--- src/rtl/bus_arbiter.sv ---
// bus_arbiter: round-robin arbiter that multiplexes MASTERS requesters onto
// one interconnect master port. Masters are held to MAX_HOLD transfers per
// tenure while others wait. Read data returns one cycle after the address
// and is routed back to the master that issued the read.

// Per-master output slice: grant bit, read-valid bit and read-data slice.
module bus_arbiter_lane #(
  parameter int WIDTH = 32,
  parameter int IW    = 1,
  parameter int IDX   = 0
) (
  input  logic             i_en,
  input  logic             i_busy,
  input  logic [IW-1:0]    i_owner,
  input  logic             i_rpend,
  input  logic [IW-1:0]    i_rowner,
  input  logic [WIDTH-1:0] i_rd_m,
  output logic             o_gnt,
  output logic             o_rvalid,
  output logic [WIDTH-1:0] o_rd
);

  localparam logic [IW-1:0] MY_IDX = IW'(IDX);

  // Grant and read-return decode for this lane; everything is forced low in reset.
  always_comb begin
    o_gnt    = i_en & i_busy & (i_owner == MY_IDX);
    o_rvalid = i_en & i_rpend & (i_rowner == MY_IDX);
    o_rd     = o_rvalid ? i_rd_m : '0;
  end

endmodule

module bus_arbiter #(
  parameter int WIDTH    = 32,
  parameter int MASTERS  = 2,
  parameter int MAX_HOLD = 4
) (
  input  logic                     clk,
  input  logic                     rst_n,
  input  logic [MASTERS-1:0]       req,
  input  logic [MASTERS-1:0]       we,
  input  logic [MASTERS*WIDTH-1:0] addr,
  input  logic [MASTERS*WIDTH-1:0] wd,
  output logic [MASTERS-1:0]       gnt,
  output logic [MASTERS-1:0]       rvalid,
  output logic [MASTERS*WIDTH-1:0] rd,
  output logic                     we_m,
  output logic [WIDTH-1:0]         addr_m,
  output logic [WIDTH-1:0]         wd_m,
  input  logic [WIDTH-1:0]         rd_m
);

  localparam int IW = (MASTERS > 1) ? $clog2(MASTERS) : 1;
  localparam int HW = (MAX_HOLD > 1) ? $clog2(MAX_HOLD) : 1;
  localparam logic [IW-1:0] LAST_RST = IW'(MASTERS - 1);
  localparam logic [HW-1:0] HOLD_MAX = HW'(MAX_HOLD - 1);

  typedef enum logic {IDLE = 1'b0, BUSY = 1'b1} state_t;

  state_t           r_state, w_state_nxt;
  logic [IW-1:0]    r_owner, w_owner_nxt;
  logic [IW-1:0]    r_last, w_last_nxt;
  logic [HW-1:0]    r_hold, w_hold_nxt;
  logic             r_rpend, w_rpend_nxt;
  logic [IW-1:0]    r_rowner, w_rowner_nxt;

  logic             w_busy;
  logic             w_accept;
  logic             w_own_req;
  logic             w_own_we;
  logic [WIDTH-1:0] w_own_addr;
  logic [WIDTH-1:0] w_own_wd;
  logic             w_others;
  logic [IW-1:0]    w_pick;
  logic             w_pick_vld;
  int               w_best;

  assign w_busy   = (r_state == BUSY);
  // Reset masks the accept so nothing reaches the interconnect while rst_n is low.
  assign w_accept = rst_n & w_busy & w_own_req;

  // Select the owner's request fields and note whether anyone else is waiting.
  always_comb begin
    w_own_req  = 1'b0;
    w_own_we   = 1'b0;
    w_own_addr = '0;
    w_own_wd   = '0;
    w_others   = 1'b0;
    for (int i = 0; i < MASTERS; i++) begin
      if (r_owner == IW'(i)) begin
        w_own_req  = req[i];
        w_own_we   = we[i];
        w_own_addr = addr[WIDTH*i +: WIDTH];
        w_own_wd   = wd[WIDTH*i +: WIDTH];
        w_others   = |(req & ~(MASTERS'(1) << i));
      end
    end
  end

  // Round-robin pick: the requester closest after r_last (distance 0 = last+1) wins.
  always_comb begin
    w_pick     = '0;
    w_pick_vld = 1'b0;
    w_best     = MASTERS;
    for (int i = 0; i < MASTERS; i++) begin
      if (req[i] && (((i + MASTERS - 1 - int'(r_last)) % MASTERS) < w_best)) begin
        w_best     = (i + MASTERS - 1 - int'(r_last)) % MASTERS;
        w_pick     = IW'(i);
        w_pick_vld = 1'b1;
      end
    end
  end

  // Next-state logic: arbitration in IDLE, tenure tracking and release in BUSY.
  always_comb begin
    w_state_nxt  = r_state;
    w_owner_nxt  = r_owner;
    w_last_nxt   = r_last;
    w_hold_nxt   = r_hold;
    w_rpend_nxt  = w_accept & ~w_own_we;
    w_rowner_nxt = r_owner;
    case (r_state)
      IDLE: begin
        if (w_pick_vld) begin
          w_state_nxt = BUSY;
          w_owner_nxt = w_pick;
          w_last_nxt  = w_pick;
          w_hold_nxt  = '0;
        end
      end
      BUSY: begin
        if (!w_own_req) begin
          w_state_nxt = IDLE;
        end else begin
          if (r_hold != HOLD_MAX) w_hold_nxt = r_hold + 1'b1;
          // Tenure exhausted and someone else is waiting: hand the bus back.
          if ((r_hold == HOLD_MAX) && w_others) w_state_nxt = IDLE;
        end
      end
      default: w_state_nxt = IDLE;
    endcase
  end

  // State and bookkeeping registers with synchronous active-low reset.
  always_ff @(posedge clk) begin
    if (!rst_n) begin
      r_state  <= IDLE;
      r_owner  <= '0;
      r_last   <= LAST_RST;
      r_hold   <= '0;
      r_rpend  <= 1'b0;
      r_rowner <= '0;
    end else begin
      r_state  <= w_state_nxt;
      r_owner  <= w_owner_nxt;
      r_last   <= w_last_nxt;
      r_hold   <= w_hold_nxt;
      r_rpend  <= w_rpend_nxt;
      r_rowner <= w_rowner_nxt;
    end
  end

  // Interconnect master port: owner's transfer on accept, zero otherwise.
  always_comb begin
    we_m   = w_accept & w_own_we;
    addr_m = w_accept ? w_own_addr : '0;
    wd_m   = w_accept ? w_own_wd : '0;
  end

  for (genvar g = 0; g < MASTERS; g++) begin : g_lane
    bus_arbiter_lane #(
      .WIDTH (WIDTH),
      .IW    (IW),
      .IDX   (g)
    ) u_lane (
      .i_en     (rst_n),
      .i_busy   (w_busy),
      .i_owner  (r_owner),
      .i_rpend  (r_rpend),
      .i_rowner (r_rowner),
      .i_rd_m   (rd_m),
      .o_gnt    (gnt[g]),
      .o_rvalid (rvalid[g]),
      .o_rd     (rd[WIDTH*g +: WIDTH])
    );
  end

endmodule

--- config.mk ---
export PLATFORM = sky130hd
export DESIGN_NAME = bus_arbiter
export DESIGN_NICKNAME = d
export VERILOG_FILES = /design/src/rtl/bus_arbiter.sv
export SDC_FILE = /design/constraint.sdc
export NUM_CORES = 1
export LEC_CHECK = 0
export CAP_MARGIN = 10
export CORE_AREA = 2 2 118 120
export DETAILED_ROUTE_END_ITERATION = 16
export DIE_AREA = 0 0 120 122
export GPL_TIMING_DRIVEN = 0
export MAX_ROUTING_LAYER = met4
export PLACE_DENSITY = 0.6
export SETUP_SLACK_MARGIN = 0.15
export SLEW_MARGIN = 20
export SYNTH_ARGS = -nofsm -noshare
export SYNTH_HDL_FRONTEND = slang
export SYNTH_HIERARCHICAL = 1
export SYNTH_SLANG_ARGS = --single-unit
--- constraint.sdc ---
create_clock -name clk -period 1.8 [get_ports clk]
set_input_delay 0.36 -clock clk [delete_from_list [all_inputs] [get_ports clk]]
set_output_delay 0.36 -clock clk [all_outputs]
set_load 0.01 [all_outputs]
==> metrics.txt <==
status finished, violations left; failing checks setup timing; R2R Setup Slk 0.38 ns; peak supply drop 0.198 mV; WL/cell 15.7 microns; # rows 43; CTS tree done; fin area 5910 sq um; Max Clk Rate 0.493 GHz; Hold Startpoint r_hold[0]; reg2reg end r_rpend; Slew Limit Headroom 0.775; CP arrival 1.67 ns; Place WS -1.33 ns; Global Route Usage Sum 0.148; clk sinks 7; Least-Margin Pin Slew 0.328 ns; RSZ-0062 raised after global routing yes; Final Hold Viols 0; vias in the first global route 3423; flops & latches, synth 7; CTS Buf Count 3; endpoints failing setup 65; Worst-Skew Late Latency 0.23 ns; # fillers 1359; slowest CP cell dfxtp_2; Detail Route Antenna Nets 0; Post-Synthesis Cells 266; drt drc 0; WP data required 1.44 ns; nature of the critical path startpoint flop; pin count of the biggest net entering global routing 16; most frequent cell on the critical path buf_12; Max Slew Vio Count 0; Vias 3421; total power per unit cell area 267 nW/um^2; worst path cell trace buf_6 > mux2_4 > nand3_4 > buf_12 > buf_12 > buf_8 > nor2_1 > buf_2; worst-case reg-to-reg path depth 7; post-synth net total 433; crit-path max FO 7; Max Cap Viol 0; clock transition at the registers of the reported paths 0.04 ns; Die Ht 122 microns; CTS root buffer clkbuf_16; first-pass GRT wire length 16900 microns; sequential share of the synthesized area 0.0678; Via density 4.40; Ys Warns 6; max incr delay on CP 0.32 ns; IO Port Bufs 298; Tot Pwr 1.58 mW; core area 13500 sq um; worst min path class reg2reg; Critical Path Sink addr_m[29]; synthesized cell area 2070 sq um; dpl cell area 5270 sq um; worst setup margin -0.229 ns; ANT cells 0; first drt pass iteration count 4; initial antenna violation count 0; io pins 299; post-placement cell count 744; DP HPWL 9790 microns; Mapped Avg Cell Area 7.77 sq um; fin crit share 1.13; final non-filler cell total 777; die area 14600 sq um; Post-layout nets 765; Layout Area Growth over Synthesis 186%; H-tree depth 1; crit path time final 2.03 ns; crit end category output port; fraction of layout cells with a size suffix above 1 0.404; crit path from r_owner; clock tree buffer depth 2; die width 120 microns; starting DRC count in detailed routing 73; Pleak 2.61 nW; Routed WL 12200 microns; worst reg2reg path startpoint r_owner; WS Path Type reg2out; Yosys cell types 29; Initial Util 0.153; worst clock skew 0.000471 ns; RD Place Congestion 0.808; overflow left after global routing 0
[per-layer routing]
layer | routed length (microns) | global-route usage | part of all wire | up-vias
met5 | 0 | - | 0 | -
met2 | 6570 | 0.293 | 0.54 | 198
met1 | 4520 | 0.148 | 0.37 | 1551
met3 | 957 | 0.0286 | 0.078 | 13
li1 | - | - | - | 1659
met4 | 159 | 0.0338 | 0.013 | 0
[final cells by class]
type / instances / area, sq um / area share
Buffer: 34 / 309 / 0.0523
Clock buffer: 4 / 78.8 / 0.0133
Inverter: 1 / 3.75 / 0.000635
Multi-Input combinational cell: 224 / 2060 / 0.349
Sequential cell: 7 / 150 / 0.0254
Tap cell: 180 / 225 / 0.0381
Timing Repair Buffer: 327 / 3080 / 0.521
[cells by family (layout without fill, tap and decap cells)]
kind of cell / after synthesis / in the layout / share of synthesized area
AO/OA/AOI/OAI: 5 / 5 / 0.0157
adder cells (fa/ha/maj): 1 / 1 / 0.00606
buffers and inverters: 35 / 366 / 0.105
flip-flops: 7 / 7 / 0.0678
multiplexers: 68 / 68 / 0.330
AND/OR/NAND/NOR: 150 / 150 / 0.475
[placed cells by master, fill, tap and decap left out, types with 4 or more instances in the layout]
master / n
and4_1: 29
and4b_1: 32
buf_12: 5
buf_2: 38
buf_4: 26
buf_6: 58
buf_8: 7
clkbuf_2: 35
clkdlybuf4s15_1: 19
clkdlybuf4s50_1: 161
dlygate4sd2_1: 6
mux2i_1: 61
mux2i_2: 5
nand2_1: 4
nand3_1: 4
nor2_1: 17
nor2_2: 10
nor2_4: 38
[state kept, by name, indices dropped and copies added (netlist names)]
register	count
r_hold	2
r_last	1
r_owner	1
r_rowner	1
r_rpend	1
r_state	1
[worst max-delay path: cells and delay by family, from the launching register on]
family        cells  cell delay [ns]
buf+inv           5             0.63
flops             1             0.32
mux               1             0.32
simple gates      2             0.16
[through the flow]
| step | hold WS, ns | TNS (ns) | util |
|---|---|---|---|
| 2_1_floorplan | 0.450 | 0 | - |
| 3_3_place_gp | 0.459 | -127.36 | 0.391 |
| 3_5_place_dp | 0.487 | -130.18 | 0.391 |
| 4_1_cts | 0.491 | -10.26 | 0.415 |
| 5_1_grt | 0.526 | -14.04 | 0.438 |
| 6_report | 0.491 | -10.25 | 0.438 |
[how the worst min path moves through the flow]
stage	end	slack (ns)	cells past startpoint
after floorplan	r_hold[1]	0.45	2
after global placement	r_hold[1]	0.46	2
after detailed placement	r_hold[0]	0.49	2
after CTS	r_hold[0]	0.49	2
after global routing	r_hold[1]	0.53	2
final	r_hold[0]	0.49	2
[Yosys cell counts (all sizes together)]
master,number,area (sq um)
a21oi,1,5.00
a31oi,1,6.26
a32oi,1,8.76
and2,1,6.26
and3,2,12.5
and3b,2,17.5
and4,32,284
and4b,32,320
buf,33,209
clkbuf,1,3.75
dfxtp,7,140
ha,1,12.5
inv,1,3.75
mux2,1,11.3
mux2i,67,671
nand2,4,15.0
nand2b,2,12.5
nand3,5,30.0
nand3b,1,7.51
nor2,65,244
nor2b,2,12.5
nor3b,2,20.0
o21ai,1,5.00
o21bai,1,7.51
[power breakdown]
part	switching [mW]	total, mW	internal [mW]
clock network	0.0837	0.378	0.295
registers	0.0127	0.177	0.164
logic	0.388	1.02	0.635
total	0.485	1.58	1.09
[repair_timing]
action	CTS	global route
buffers inserted	24	2
hold buffers	0	0
pin swaps	29	26
gates cloned	3	0
resized for setup	483	168
endpoints found under the setup margin	136	120
No activity file was read; power rests on OpenSTA's default activity.
==> patch (config.mk and constraints unchanged) <==
Change the parameter `MAX_HOLD` from 4 to 8.
--- a/src/rtl/bus_arbiter.sv
+++ b/src/rtl/bus_arbiter.sv
@@ -35,5 +35,5 @@
   parameter int WIDTH    = 32,
   parameter int MASTERS  = 2,
-  parameter int MAX_HOLD = 4
+  parameter int MAX_HOLD = 8
 ) (
   input  logic                     clk,
Behaviour: not the same (Yosys sat finds a counterexample within 10 cycles, from zero or initial values and one cycle with rst_n low).
==> patch against the original RTL <==
The run still ends with setup timing left; hold slack lost 0.013 ns; count of clock-buffer cells in the layout shrank 1; via count is 2.2% higher; maximum frequency is 0.77% lower; power rose by 9.9%; synthesized cell count grew 1.9%; synthesized area is 2.4% higher; cell area rose by 5.1%; worst setup slack got worse by 0.016 ns; sequential power grew 12%; sequential cell count increased by 1; routed wire length rose by 5.0%; largest cell class unchanged; highest routed layer unchanged.
==> patch: results (changes against the original RTL) <==
Run status
  – Outcome: complete, but fails checks
  – Failing checks: setup timing

Worst setup path
  – CP Max Fanout: 6 (-1)
  – Critical path arrival: 1.68 ns
  – Slowest cell on the critical path: dfxtp_4
  – Crit path from: r_owner
  – Slowest cell delay on critical path: 0.33 ns
  – FF-to-FF Start: r_hold[0]
  – Largest delay share family, worst path: buffers and inverters

Synthesis
  – Top post-synthesis cells by area: mux2i_1, and4b_1, and4_1
  – Ys async rst share: 0% (unchanged)
  – Most frequent cells after synthesis: mux2i_1, nor2_1, and4b_1, and4_1, buf_2
  – Syn Nets: 439 (+1.4%)
  – Count of cell types in the netlist: 29 (unchanged)
  – Sequential area share after synthesis: 7.57% (+0.79 points)
  – Yosys warns: 6 (unchanged)
  – Main synth FF type: dfxtp_1

Route
  – First-pass DRT Iterations: 4 (unchanged)
  – Starting DRT DRC Count: 55 (-25%)
  – Vias: 3495 (+2.2%)
  – Average wire per standard cell: 16.3 um (+3.7%)

Global route
  – Initial antenna violation count: 0 (unchanged)
  – Largest net degree at the start of global routing: 17 (+1)
  – Vias in the first global route: 3589 (+4.8%)
  – First-pass GRT wire length: 18000 um (+6.3%)
  – Aggregate global-route resource usage: 15.6% (+0.80 points)

Place
  – Dpl hpwl: 9700 um (-0.90%)
  – Port Buf Inserts: 298 (unchanged)
  – Routability congestion estimate: 0.810 (+0.17%)
  – Area after DPL: 5320 um^2 (+0.95%)

Finish
  – Share of post-route cells with drive strength above 1: 44.5% (+4.1 points)
  – Biggest register: r_hold
  – # nets final: 777 (+1.6%)
  – Largest register FFs: 3 (+1)
  – Ant diodes: 0 (unchanged)

STA
  – Tightest Pin Transition: 0.377 ns (+0.0482 ns)
  – Final worst slack: -0.245 ns (-0.0158 ns)
  – Final setup fails: 65 (unchanged)
  – Skew final: 0.000474 ns (+0.00000315 ns)

Clock tree
  – H-Tree Level Count: 1 (unchanged)
  – CTS Buf Count: 3 (unchanged)
  – Worst skew pair latency: 0.23 ns (about the same)
  – Root buffer selected by CTS: clkbuf_16
  – Longest Clk Path Bufs: 2 (unchanged)
  – Clk slew on worst S/H paths: 0.04 ns (about the same)

Pwr
  – Lkg Pwr: 2.73 nW (+4.7%)
  – Worst vdd ir: 0.205 mV (+3.5%)

Worst hold path
  – Hold Path Class: reg2reg
  – Hold_sp: r_hold[2]
[patch: per-layer routing]
metal	wire length, um	vias up	global-route usage [%]
met4	227	0	4.26
met1	4490	1611	16.0
met5	0	-	-
li1	-	1682	-
met3	933	18	2.11
met2	7160	184	30.7
[patch: report_power, final]
| part | switching (mW) | total, mW | internal, mW |
|---|---|---|---|
| registers | 0.0132 | 0.199 | 0.185 |
| clock network | 0.0879 | 0.374 | 0.286 |
| logic | 0.435 | 1.16 | 0.726 |
| total | 0.537 | 1.73 | 1.20 |
[patch: stage by stage]
stage	setup WS (ns)	utilization (%)	std cells	setup TNS [ns]	hold WS, ns
after floorplan	0.224	-	271	0	0.450
after global routing	-0.292	46.0	787	-14.45	0.504
final	-0.245	46.0	787	-11.36	0.477
after detailed placement	-1.06	39.4	749	-114.23	0.475
after global placement	-1.07	39.4	749	-114.12	0.461
after CTS	-0.270	41.6	778	-10.69	0.480
[patch: timing repair]
item | in CTS | in global routing
resized for setup | 511 | 203
endpoints found under the setup margin | 137 | 120
pin swaps | 25 | 42
gates cloned | 5 | 5
endpoints found under the hold margin | 0 | 0
buffers inserted | 21 | 4
[patch: path summary, 6_finish.rpt]
check	endpoint	slack, ns	depth (start not counted)
min	r_hold[2]	0.48	2
max	addr_m[19]	-0.24	8
min reg2reg	r_hold[2]	0.48	2
max reg2reg	r_hold[0]	0.40	4
[patch: cell families (layout without fill, tap and decap cells)]
group	count (synthesis)	count (layout)	share of synthesized area (%)
AOI/OAI and AO/OA	5	5	1.54
adders and majority gates	2	2	1.18
buffers and inverters	35	371	10.2
DFF	8	8	7.57
muxes	69	69	32.7
and+or+nand+nor	152	152	46.8
[patch: tightest hold or removal path: stages, from the launching register on]
cell and delay, ns:
dfxtp_1 0.30, nand3_1 0.06, mux2i_1 0.06
[patch: area by class of cell]
type	count	area [um^2]
Timing Repair Buffer	333	3120
Inverter	1	3.75
Fill cell	1342	7290
Buffer	34	395
Sequential cell	8	175
Clock buffer	3	75.1
Tap cell	180	225
Multi-Input combinational cell	228	2220
